[src/rtl/sfx_voice_mixer.sv]
// Multi-voice square-wave sound-effect generator with a first-order sigma-delta output.
// Optional volume decay envelope enabled by defining SFX_ENVELOPE_EN.
//
// state | meaning
// IDLE  | voice silent, waiting for TRIG
// PLAY  | voice sounding, duration counter running
module sfx_voice_mixer #(
  parameter int CHANNELS     = 4,
  parameter int PERIOD_W     = 16,
  parameter int DUR_W        = 24,
  parameter int VOL_W        = 4,
  parameter int DECAY_CYCLES = 65536
) (
  input  logic                         CLK,
  input  logic                         RESET,
  input  logic [CHANNELS-1:0]          TRIG,
  input  logic [CHANNELS*PERIOD_W-1:0] PERIOD,
  input  logic [CHANNELS*DUR_W-1:0]    DURATION,
  input  logic [CHANNELS*VOL_W-1:0]    VOLUME,
  input  logic                         MUTE,
  output logic [CHANNELS-1:0]          ACTIVE,
  output logic [CHANNELS-1:0]          DONE,
  output logic                         AUDIO
);

  localparam int SUM_W = VOL_W + $clog2(CHANNELS);

  typedef enum logic {IDLE, PLAY} voice_state_t;

  logic [VOL_W-1:0] contrib [CHANNELS];
  logic [SUM_W-1:0] mix_sum;
  logic [SUM_W-1:0] sample;
  logic [SUM_W:0]   acc;

  for (genvar g = 0; g < CHANNELS; g++) begin : g_voice
    voice_state_t      state_q;
    logic              done_q;
    logic              square_q;
    logic [PERIOD_W-1:0] period_q;
    logic [PERIOD_W-1:0] half_cnt;
    logic [DUR_W-1:0]  dur_cnt;
    logic [VOL_W-1:0]  vol_q;
    logic [PERIOD_W-1:0] period_in;
    logic [DUR_W-1:0]  dur_in;
    logic [VOL_W-1:0]  vol_in;
`ifdef SFX_ENVELOPE_EN
    logic [31:0]       decay_cnt;
`endif

    assign period_in = PERIOD[g*PERIOD_W +: PERIOD_W];
    assign dur_in    = DURATION[g*DUR_W +: DUR_W];
    assign vol_in    = VOLUME[g*VOL_W +: VOL_W];

    always_ff @(posedge CLK) begin
      if (RESET) begin
        state_q  <= IDLE;
        done_q   <= 1'b0;
        square_q <= 1'b0;
        period_q <= '0;
        half_cnt <= '0;
        dur_cnt  <= '0;
        vol_q    <= '0;
`ifdef SFX_ENVELOPE_EN
        decay_cnt <= '0;
`endif
      end else begin
        done_q <= 1'b0;
        if (TRIG[g]) begin
          // A trigger always wins, even on the cycle the old tone would expire.
          period_q <= period_in;
          half_cnt <= period_in - PERIOD_W'(1);
          square_q <= (period_in != '0);
          dur_cnt  <= dur_in;
          vol_q    <= vol_in;
`ifdef SFX_ENVELOPE_EN
          decay_cnt <= 32'(DECAY_CYCLES - 1);
`endif
          if (dur_in == '0) begin
            state_q <= IDLE;
            done_q  <= 1'b1;
          end else begin
            state_q <= PLAY;
          end
        end else if (state_q == PLAY) begin
          if (dur_cnt == DUR_W'(1)) begin
            state_q <= IDLE;
            done_q  <= 1'b1;
          end
          dur_cnt <= dur_cnt - DUR_W'(1);
          if (period_q == '0) begin
            square_q <= 1'b0;
          end else if (half_cnt == '0) begin
            half_cnt <= period_q - PERIOD_W'(1);
            square_q <= ~square_q;
          end else begin
            half_cnt <= half_cnt - PERIOD_W'(1);
          end
`ifdef SFX_ENVELOPE_EN
          if (decay_cnt == '0) begin
            decay_cnt <= 32'(DECAY_CYCLES - 1);
            if (vol_q != '0) vol_q <= vol_q - VOL_W'(1);
          end else begin
            decay_cnt <= decay_cnt - 32'd1;
          end
`endif
        end
      end
    end

    assign ACTIVE[g]  = (state_q == PLAY);
    assign DONE[g]    = done_q;
    assign contrib[g] = (state_q == PLAY && square_q) ? vol_q : '0;
  end

`ifndef SFX_ENVELOPE_EN
  logic [31:0] unused_decay;
  assign unused_decay = 32'(DECAY_CYCLES);
`endif

  always_comb begin
    mix_sum = '0;
    for (int i = 0; i < CHANNELS; i++) begin
      mix_sum = mix_sum + SUM_W'(contrib[i]);
    end
  end

  // The carry out of the accumulator is the 1-bit density-modulated stream.
  always_ff @(posedge CLK) begin
    if (RESET) begin
      sample <= '0;
      acc    <= '0;
    end else begin
      sample <= MUTE ? '0 : mix_sum;
      acc    <= {1'b0, acc[SUM_W-1:0]} + {1'b0, sample};
    end
  end

  assign AUDIO = acc[SUM_W];

endmodule

[config.mk]
export PLATFORM = sky130hd
export DESIGN_NAME = sfx_voice_mixer
export DESIGN_NICKNAME = d
export VERILOG_FILES = /design/src/rtl/sfx_voice_mixer.sv
export SDC_FILE = /design/constraint.sdc
export NUM_CORES = 1
export LEC_CHECK = 0
export BUFFER_PORTS_ARGS = -buffer_cell sky130_fd_sc_hd__buf_2
export CAP_MARGIN = 40
export CORE_UTILIZATION = 25
export CTS_BUF_LIST = sky130_fd_sc_hd__clkbuf_16
export CTS_CLUSTER_SIZE = 25
export DETAILED_ROUTE_END_ITERATION = 6
export HOLD_SLACK_MARGIN = 0.08
export SLEW_MARGIN = 20
export SYNTH_ARGS = -nofsm -noshare
export SYNTH_HDL_FRONTEND = slang
export SYNTH_SLANG_ARGS = --single-unit
[constraint.sdc]
create_clock -name CLK -period 4.3 [get_ports CLK]
set_clock_uncertainty 0.1 [all_clocks]
set_input_delay 0.215 -clock CLK [delete_from_list [all_inputs] [get_ports CLK]]
set_output_delay 0.215 -clock CLK [all_outputs]
set_load 0.05 [all_outputs]
==> impl_summary.log, run 1 <==
INFO  metric route.final.wire_length = 45500 um
INFO  metric post-route-period-util = about 80%
INFO  metric clk_pin_slew_worst_paths = about 0.060 ns
INFO  metric via_count = 15049
INFO  metric cts-root-to-sink-buffers = 3
INFO  metric failed_checks = design-rule violations
INFO  metric synthesis.yosys.warnings = 0
INFO  metric avgViaCountPerCell = around 5
INFO  metric crit_path_end_kind = flip-flop
INFO  metric cts-htree-levels = 2
INFO  metric synth_sequential_area_ratio = 36.50%
INFO  metric run_status = finished, violations left
INFO  metric cts_repair_resize_count = 0
INFO  metric post-cts-setup-buffer-count = 0
INFO  metric hp-class = in2reg
INFO  metric grt_max_degree = roughly 120
INFO  metric global_route_usage_over_all_layers = between 10% and 20%
INFO  metric synth.ff_latch_count = 265
INFO  metric tritoncts = yes
INFO  metric place_congestion = 0.8918
INFO  metric die_width = approximately 240 um
INFO  metric synth-main-ff-cell = sky130_fd_sc_hd__dfxtp_1
INFO  metric synth.lib_cells_used.distinct = 69
INFO  metric dpl.cell_count = between 2000 and 3000
INFO  metric overflow_after_grt = 0
INFO  metric timing_worst_setup_path_type = reg2reg
INFO  metric core_region_area = 57590 um^2
INFO  metric syn_area_per_cell = 7.686 um^2
INFO  metric required = 4.64 ns
INFO  metric most_common_library_cell_in_the_layout_ignoring_fill_and_taps = sky130_fd_sc_hd__nor2_1
INFO  metric detail_route.iter0.violations = about 1100
INFO  metric detail_route.drc_violations = 1
INFO  metric first_global_vias = 14707
INFO  metric diodes = 0
INFO  metric clkLatencyLatePin = 0.54 ns
INFO  metric number_of_buffers_created_by_cts = 36
INFO  metric die-height = 243.1 um
INFO  metric layout.nets = 2436
INFO  metric crit_path_start_kind = flip-flop
INFO  metric setup_viol = 0
INFO  metric layout_common_cells = 281 x sky130_fd_sc_hd__nor2_1, 265 x sky130_fd_sc_hd__dfxtp_1, 222 x sky130_fd_sc_hd__nand2_1
INFO  metric dp.final_hpwl = between 30000 and 40000 um
INFO  metric final_period_demand_of_the_worst_path = 3.440 ns
INFO  metric layout-area-overhead-vs-synth = 31.84%
INFO  metric clkSinkCount = 265
INFO  metric grt_first_pass_wirelength = 74200 um
INFO  metric max-vdd-ir-drop = around 0.00026 V
INFO  metric buffer_ports.inserted = about 190
INFO  metric routed_wire_length_per_instance = 15.11 um
INFO  metric timing.final.hold_violations = 0
INFO  metric layout_cell_share_with_drive_strength_beyond_1 = between 10 and 15%
INFO  metric achievable-frequency = 290.7 MHz
INFO  metric cap_viol_max_count = 0
INFO  metric power_density = approximately 360 nW/um^2
INFO  metric asyncSetResetFlopFracSynth = 0%
INFO  metric netlist_area = 14530 um^2
INFO  metric p_leak = approximately 0.0075 uW
INFO  metric synthesis.nets = ~2100
INFO  metric path_max_fanout = 20
INFO  metric synth-edff-count = 0
INFO  metric detail-route-antenna-nets = 0
INFO  metric ctsRootBufferMaster = sky130_fd_sc_hd__clkbuf_16
INFO  metric setup_total_negative_slack = 0 ns
INFO  metric synthesized_instance_count = about 1900
INFO  metric first_pass_iteration_count_of_the_detailed_router = 7
INFO  metric drv_slew = 0
INFO  metric rsz0062_at_grt = false
INFO  metric worst_slew_pin_slew = around 0.84 ns
INFO  metric cp_data_arrival_time = roughly 3.8 ns
INFO  metric fin_cells = ~3000
INFO  metric floorplan.die_area = 59100 um^2
INFO  metric num_io_pins = 192
INFO  metric maxSlewHeadroom = approximately 44%
INFO  metric antenna_found_initial = 0
INFO  metric placementRows = 88
INFO  metric floorplan.initialDensity = 25.24%
flip-flops by register name, indices dropped and copies added (netlist names):
signal	cells
g_voice.period_q	64
sample	6
g_voice.state_q	4
g_voice.done_q	4
g_voice.dur_cnt	96
acc	7
g_voice.vol_q	16
g_voice.half_cnt	64
g_voice.square_q	4
final cells by class:
cell class / count / area (um^2)
clock inverter: 27 / 132.6
inverter: 45 / 168.9
tap: 765 / 957.2
timing repair buffer: 402 / 3065
clock buffer: 37 / 925.9
fill: 5938 / 38420
multi-input combinational: 1471 / 8607
sequential: 265 / 5305
synth_stat cells, types with 5 or more instances:
| master | instances | area [um^2] |
|---|---|---|
| sky130_fd_sc_hd__o31ai_1 | 6 | 45.04 |
| sky130_fd_sc_hd__buf_1 | 11 | 41.29 |
| sky130_fd_sc_hd__buf_2 | 5 | 25.02 |
| sky130_fd_sc_hd__nor2_1 | 281 | 1055 |
| sky130_fd_sc_hd__clkbuf_1 | 85 | 319.1 |
| sky130_fd_sc_hd__nand2b_1 | 11 | 68.82 |
| sky130_fd_sc_hd__xnor2_1 | 70 | 613.1 |
| sky130_fd_sc_hd__nand3_1 | 35 | 175.2 |
| sky130_fd_sc_hd__nor3b_1 | 11 | 82.58 |
| sky130_fd_sc_hd__a31oi_1 | 16 | 100.1 |
| sky130_fd_sc_hd__or2_2 | 6 | 37.54 |
| sky130_fd_sc_hd__ha_1 | 23 | 287.8 |
| sky130_fd_sc_hd__buf_4 | 9 | 67.56 |
| sky130_fd_sc_hd__nand3b_1 | 9 | 67.56 |
| sky130_fd_sc_hd__nand2_1 | 222 | 833.3 |
| sky130_fd_sc_hd__o22ai_1 | 6 | 37.54 |
| sky130_fd_sc_hd__inv_1 | 42 | 157.7 |
| sky130_fd_sc_hd__nor2b_1 | 16 | 100.1 |
| sky130_fd_sc_hd__a21oi_1 | 200 | 1001 |
| sky130_fd_sc_hd__xor2_1 | 54 | 473.0 |
| sky130_fd_sc_hd__o21bai_1 | 5 | 37.54 |
| sky130_fd_sc_hd__and3_1 | 10 | 62.56 |
| sky130_fd_sc_hd__a211oi_1 | 60 | 450.4 |
| sky130_fd_sc_hd__nor4_1 | 80 | 500.5 |
| sky130_fd_sc_hd__fa_1 | 9 | 180.2 |
| sky130_fd_sc_hd__nor4b_1 | 7 | 61.31 |
| sky130_fd_sc_hd__a21o_1 | 7 | 52.55 |
| sky130_fd_sc_hd__o21ai_0 | 62 | 310.3 |
| sky130_fd_sc_hd__nand4_1 | 26 | 162.7 |
| sky130_fd_sc_hd__and2_1 | 5 | 31.28 |
| sky130_fd_sc_hd__nor3_1 | 81 | 405.4 |
| sky130_fd_sc_hd__or3_1 | 17 | 106.4 |
| sky130_fd_sc_hd__o21a_1 | 8 | 60.06 |
| sky130_fd_sc_hd__or4_1 | 17 | 127.6 |
| sky130_fd_sc_hd__dfxtp_1 | 265 | 5305 |
| sky130_fd_sc_hd__mux2i_1 | 49 | 490.5 |
| sky130_fd_sc_hd__a311oi_1 | 19 | 166.4 |
repair_timing:
item                       CTS  global route
hold buffers               188             1
setup endpoints to repair    0             0
hold endpoints to repair   204            35
worst paths after layout:
check | cells after the start | slack [ns] | endpoint | start
worst max register to register | 11 | 0.86 | g_voice[0].half_cnt[10]$_SDFFE_PP0P_ | g_voice[0].half_cnt[1]$_SDFFE_PP0P_
worst max-delay path | 11 | 0.86 | g_voice[0].half_cnt[10]$_SDFFE_PP0P_ | g_voice[0].half_cnt[1]$_SDFFE_PP0P_
worst min-delay path | 3 | 0.13 | g_voice[1].period_q[9]$_SDFFE_PP0P_ | TRIG[1]
worst min register to register | 2 | 0.38 | g_voice[1].period_q[7]$_SDFFE_PP0P_ | g_voice[1].period_q[7]$_SDFFE_PP0P_
metrics by stage:
step           power (uW)  util, %  area (um^2)  hold WS (ns)  worst slack (ns)
2_1_floorplan        3619        -        14530        0.1911            0.5244
3_3_place_gp         3951    28.05        16150        0.3530            0.9472
3_5_place_dp         3981    28.10        16180        0.3592            0.9074
4_1_cts              6902    33.21        19120       0.08108            0.8903
5_1_grt              7176    33.28        19160        0.1250            0.5712
6_report             6808    33.28        19160        0.1329            0.8604
cell families after synthesis:
family | Yosys count | share of synthesized area (%)
and+or+nand+nor | 844 | 27.41
buffers and inverters | 155 | 4.279
adders and majority gates | 32 | 3.220
muxes | 51 | 3.530
xor gates and xnor gates | 124 | 7.472
AOI/OAI and AO/OA | 420 | 17.59
DFF | 265 | 36.50
power by group:
group	switching (uW)	leakage, uW	internal, uW	total (uW)
combinational	702	0.00481	572	1270
sequential	176	0.00219	2640	2810
clock	1160	0.000545	1560	2720
worst max-delay path, stage by stage, from the launching register on:
cell and delay [ns]:
sky130_fd_sc_hd__dfxtp_1 0.38, sky130_fd_sc_hd__nor4_1 0.10, sky130_fd_sc_hd__and4_1 0.47, sky130_fd_sc_hd__a21oi_1 0.27, sky130_fd_sc_hd__nor2_1 0.06, sky130_fd_sc_hd__a21oi_1 0.13, sky130_fd_sc_hd__ha_1 0.19, sky130_fd_sc_hd__o21ai_0 0.15
sky130_fd_sc_hd__a311oi_1 0.56, sky130_fd_sc_hd__nand3_1 0.27, sky130_fd_sc_hd__or3_1 0.43, sky130_fd_sc_hd__a311oi_1 0.24
routing by layer:
metal	routed length (um)	vias up	part of all wire (%)	GRT usage [%]
li1	-	7401	-	-
met1	20310	7064	45	19.23
met2	21780	482	48	25.73
met3	2285	102	5.0	2.621
met4	1133	0	2.5	4.606
met5	0	-	0	0
Note: power is estimated with default switching activity, not from simulation.
==> inputs of run 2 (changes only) <==
- ABC_AREA: default -> 1
- clock period: 4.3 -> 3.3 ns (I/O delays scaled with it)
==> impl_summary.log, run 2 <==
INFO  metric max-vdd-ir-drop = 0.0003334 V (+29%)
INFO  metric ff2ff_path_depth = 10 (-1)
INFO  metric die-height = 256.9 um (+5.7%)
INFO  metric fin_cells = 3823 (+27%)
INFO  metric syn_area_per_cell = 6.350 um^2 (-17%)
INFO  metric detail_route.drc_violations = 0 (-1)
INFO  metric grt_max_degree = 194 (+58%)
INFO  metric synth.ff_latch_count = 265 (unchanged)
INFO  metric largest_register_ff_count = 96 (unchanged)
INFO  metric cts-root-to-sink-buffers = 3 (unchanged)
INFO  metric floorplan.initialDensity = 25.25% (about the same)
INFO  metric achievable-frequency = 358.1 MHz (+23%)
INFO  metric timing.final.hold_violations = 0 (unchanged)
INFO  metric setup_viol = 0 (unchanged)
INFO  metric buffer_ports.inserted = 191 (unchanged)
INFO  metric placementRows = 93 (+5.7%)
INFO  metric synth-main-ff-cell = sky130_fd_sc_hd__dfxtp_1
INFO  metric final_period_demand_of_the_worst_path = 2.793 ns (-0.6467 ns)
INFO  metric post_synth_main_area_contributors = sky130_fd_sc_hd__dfxtp_1 33%, sky130_fd_sc_hd__nand2_1 17%, sky130_fd_sc_hd__nor2_1 6.4%
INFO  metric synth_top_area_share = 32.65% (-3.9 points)
INFO  metric post-place-ws = 0.4579 ns (-0.4495 ns)
INFO  metric rsz0062_at_grt = false
INFO  metric tritoncts = yes
INFO  metric post-route-period-util = 84.63% (+4.6 points)
INFO  metric core_region_area = 64350 um^2 (+12%)
INFO  metric post-synth-top-count-cell = sky130_fd_sc_hd__nand2_1
INFO  metric critPathMostFrequentCell = sky130_fd_sc_hd__fa_1
INFO  metric first_global_vias = 17124 (+16%)
INFO  metric layout_common_cells = 731 x sky130_fd_sc_hd__nand2_1, 281 x sky130_fd_sc_hd__inv_1, 278 x sky130_fd_sc_hd__nor2_1
INFO  metric power_density = 451.7 nW/um^2 (+27%)
INFO  metric antenna_found_initial = 6 (+6)
INFO  metric overflow_after_grt = 0 (unchanged)
INFO  metric routed_wire_length_per_instance = 13.70 um (-9.3%)
INFO  metric worst_slew_pin_slew = 1.006 ns (+0.1680 ns)
INFO  metric num_io_pins = 192 (unchanged)
INFO  metric most_common_library_cell_in_the_layout_ignoring_fill_and_taps = sky130_fd_sc_hd__nand2_1
INFO  metric detail-route-antenna-nets = 0 (unchanged)
INFO  metric asyncSetResetFlopFracSynth = 0% (unchanged)
INFO  metric synthesis.nets = 2774 (+32%)
INFO  metric synthesis.yosys.warnings = 0 (unchanged)
INFO  metric run_status = finished clean
INFO  metric critical_path.n_buffers_inverters = 1 (+1)
INFO  metric synth.lib_cells_used.distinct = 57 (-17%)
INFO  metric drv_slew = 0 (unchanged)
INFO  metric seq_power_share = 37.2% (-4.1 points)
INFO  metric layout_cell_share_with_drive_strength_beyond_1 = 11.33% (-1.2 points)
INFO  metric path_max_fanout = 5 (-75%)
INFO  metric crit_path_start_kind = flip-flop
INFO  metric maxSlewHeadroom = 32.94% (-11 points)
INFO  metric dp.final_hpwl = 35330 um (+14%)
INFO  metric pwr-share-clk = 40.9% (+0.9 points)
INFO  metric critPathTopFamily = adder cells
INFO  metric cp_slowest_cell = sky130_fd_sc_hd__fa_1
INFO  metric critical_path_depth = 10 (-1)
INFO  metric hp-class = in2reg
INFO  metric layout-area-overhead-vs-synth = 32.79%
INFO  metric global_route_usage_over_all_layers = 15.55% (+0.47 points)
INFO  metric timing_worst_setup_path_type = reg2reg
INFO  metric detail_route.iter0.violations = 1144 (+3.4%)
INFO  metric clkLatencyLatePin = 0.54 ns (about the same)
INFO  metric synth-edff-count = 0 (unchanged)
INFO  metric p_leak = 0.009667 uW (+28%)
INFO  metric die_width = 256.9 um (+5.7%)
INFO  metric report.power.total = 9747 uW (+43%)
INFO  metric crit_path_cell_trace = nand2_1 > nor2_1 > fa_1 > fa_1 > ha_1 > inv_1 > fa_1 > nor2_1 > o21ai_0 > a21oi_1
INFO  metric largest-register = g_voice.dur_cnt
INFO  metric cp_data_arrival_time = 3.17 ns (-0.61 ns)
INFO  metric number_of_buffers_created_by_cts = 38 (+5.6%)
INFO  metric grt_first_pass_wirelength = 85540 um (+15%)
INFO  metric post_synth_most_frequent_cells = 731 x sky130_fd_sc_hd__nand2_1, 278 x sky130_fd_sc_hd__nor2_1, 275 x sky130_fd_sc_hd__inv_1, 265 x sky130_fd_sc_hd__dfxtp_1, 181 x sky130_fd_sc_hd__nand3_1
INFO  metric required = 3.67 ns (-0.97 ns)
INFO  metric ctsRootBufferMaster = sky130_fd_sc_hd__clkbuf_16
INFO  metric dpl.cell_count = 3517 (+28%)
INFO  metric synthesized_instance_count = 2559 (+35%)
INFO  metric netlist_area = 16250 um^2 (+12%)
INFO  metric clk_pin_slew_worst_paths = 0.06 ns (about the same)
INFO  metric cts-htree-levels = 2 (unchanged)
INFO  metric avgViaCountPerCell = 4.631 (-7.3%)
INFO  metric cap_viol_max_count = 0 (unchanged)
INFO  metric internal_power_component = 6671 uW (+40%)
INFO  metric place_congestion = 0.8654 (-3.0%)
INFO  metric combinationalPowerShare = 21.9% (+3.2 points)
INFO  metric max_stage_delay = 0.50 ns (-0.06 ns)
INFO  metric yosys.area.top_type = sky130_fd_sc_hd__dfxtp_1
INFO  metric netSwitchingPower = 3076 uW (+51%)
INFO  metric floorplan.die_area = 66020 um^2 (+12%)
INFO  metric route.final.wire_length = 52370 um (+15%)
INFO  metric synth_sequential_area_ratio = 32.65% (-3.9 points)
INFO  metric crit_path_end_kind = flip-flop
INFO  metric setup_total_negative_slack = 0 ns (unchanged)
INFO  metric whs_path_depth = 4 (+1)
INFO  metric post-cts-setup-buffer-count = 0 (unchanged)
INFO  metric largestRegisters = g_voice.dur_cnt (96), g_voice.half_cnt (64), g_voice.period_q (64)
INFO  metric clkSinkCount = 265 (unchanged)
INFO  metric via_count = 17706 (+18%)
INFO  metric fin_ws = 0.5071 ns (-0.3533 ns)
INFO  metric layout.nets = 3154 (+29%)
INFO  metric first_pass_iteration_count_of_the_detailed_router = 5 (-2)
INFO  metric sw_frac_of_total = 31.56% (+1.6 points)
run 2: changes by cell type in the layout (fill, tap and decap cells not counted), moves of 43 or more:
cell / before / now
sky130_fd_sc_hd__a211oi_1: 60 / 1
sky130_fd_sc_hd__mux2i_1: 49 / 0
sky130_fd_sc_hd__nand2_1: 222 / 731
sky130_fd_sc_hd__nand3_1: 35 / 181
sky130_fd_sc_hd__a31oi_1: 16 / 86
sky130_fd_sc_hd__a21oi_1: 200 / 157
sky130_fd_sc_hd__nor3_1: 81 / 36
sky130_fd_sc_hd__dlygate4sd3_1: 189 / 237
sky130_fd_sc_hd__inv_1: 48 / 281
run 2: layout make-up:
type / count / area (um^2)
multi-input cells: 1892 / 9354
inverters: 290 / 1089
well taps: 855 / 1070
diodes: 2 / 5.005
clock inverters: 26 / 177.7
fillers: 6858 / 42770
repair buffers: 452 / 3552
clock buffers: 41 / 1026
flip-flops and latches: 265 / 5305
run 2: power by group through the flow:
stage               combinational, uW  clock (uW)  sequential, uW
floorplan                        1400           0            3640
global placement                 1890           0            3690
detailed placement               1890           0            3690
CTS                              2120        4140            3620
global route                     2410        4240            3650
finish                           2140        3990            3620
run 2: kinds of logic after synthesis:
kind of cell	share of synthesized area [%]
XOR/XNOR	3.504
adder cells (fa/ha/maj)	2.880
AND/OR/NAND/NOR	37.67
buffers and inverters	9.787
flip-flops	32.65
AO/OA/AOI/OAI	13.51
run 2: path summary, 6_finish.rpt:
check / startpoint / to / slack [ns]
setup / recovery: g_voice[3].state_q$_SDFF_PP0_ / sample[5]$_SDFF_PP0_ / 0.51
setup reg to reg: g_voice[3].state_q$_SDFF_PP0_ / sample[5]$_SDFF_PP0_ / 0.51
hold reg to reg: g_voice[3].vol_q[3]$_SDFFE_PP0P_ / g_voice[3].vol_q[3]$_SDFFE_PP0P_ / 0.36
hold / removal: RESET / g_voice[2].dur_cnt[0]$_SDFFE_PP0P_ / 0.12
run 2: through the flow:
stage / hold slack, ns / util, % / instance area [um^2]
2_1_floorplan: 0.1999 / - / 16250
3_3_place_gp: 0.2880 / 27.97 / 18000
3_5_place_dp: 0.2963 / 27.97 / 18000
4_1_cts: 0.08327 / 33.53 / 21570
5_1_grt: 0.1463 / 33.53 / 21580
6_report: 0.1249 / 33.53 / 21580
run 2: tightest hold or removal path, delay by kind of cell:
family                 cells  cell delay [ns]
buffers and inverters      3             0.35
AND/OR/NAND/NOR            1             0.16
run 2: repair_timing:
item,CTS,global route
endpoints found under the hold margin,228,0
resized for setup,0,0
hold buffers,237,0
run 2: per-layer routing:
layer | up-vias | GRT usage [%] | routed length, um
li1 | 9095 | - | -
met1 | 8060 | 19.40 | 23810
met2 | 427 | 26.92 | 24640
met3 | 116 | 2.492 | 2370
met4 | 8 | 5.440 | 1511
met5 | - | 0 | 40
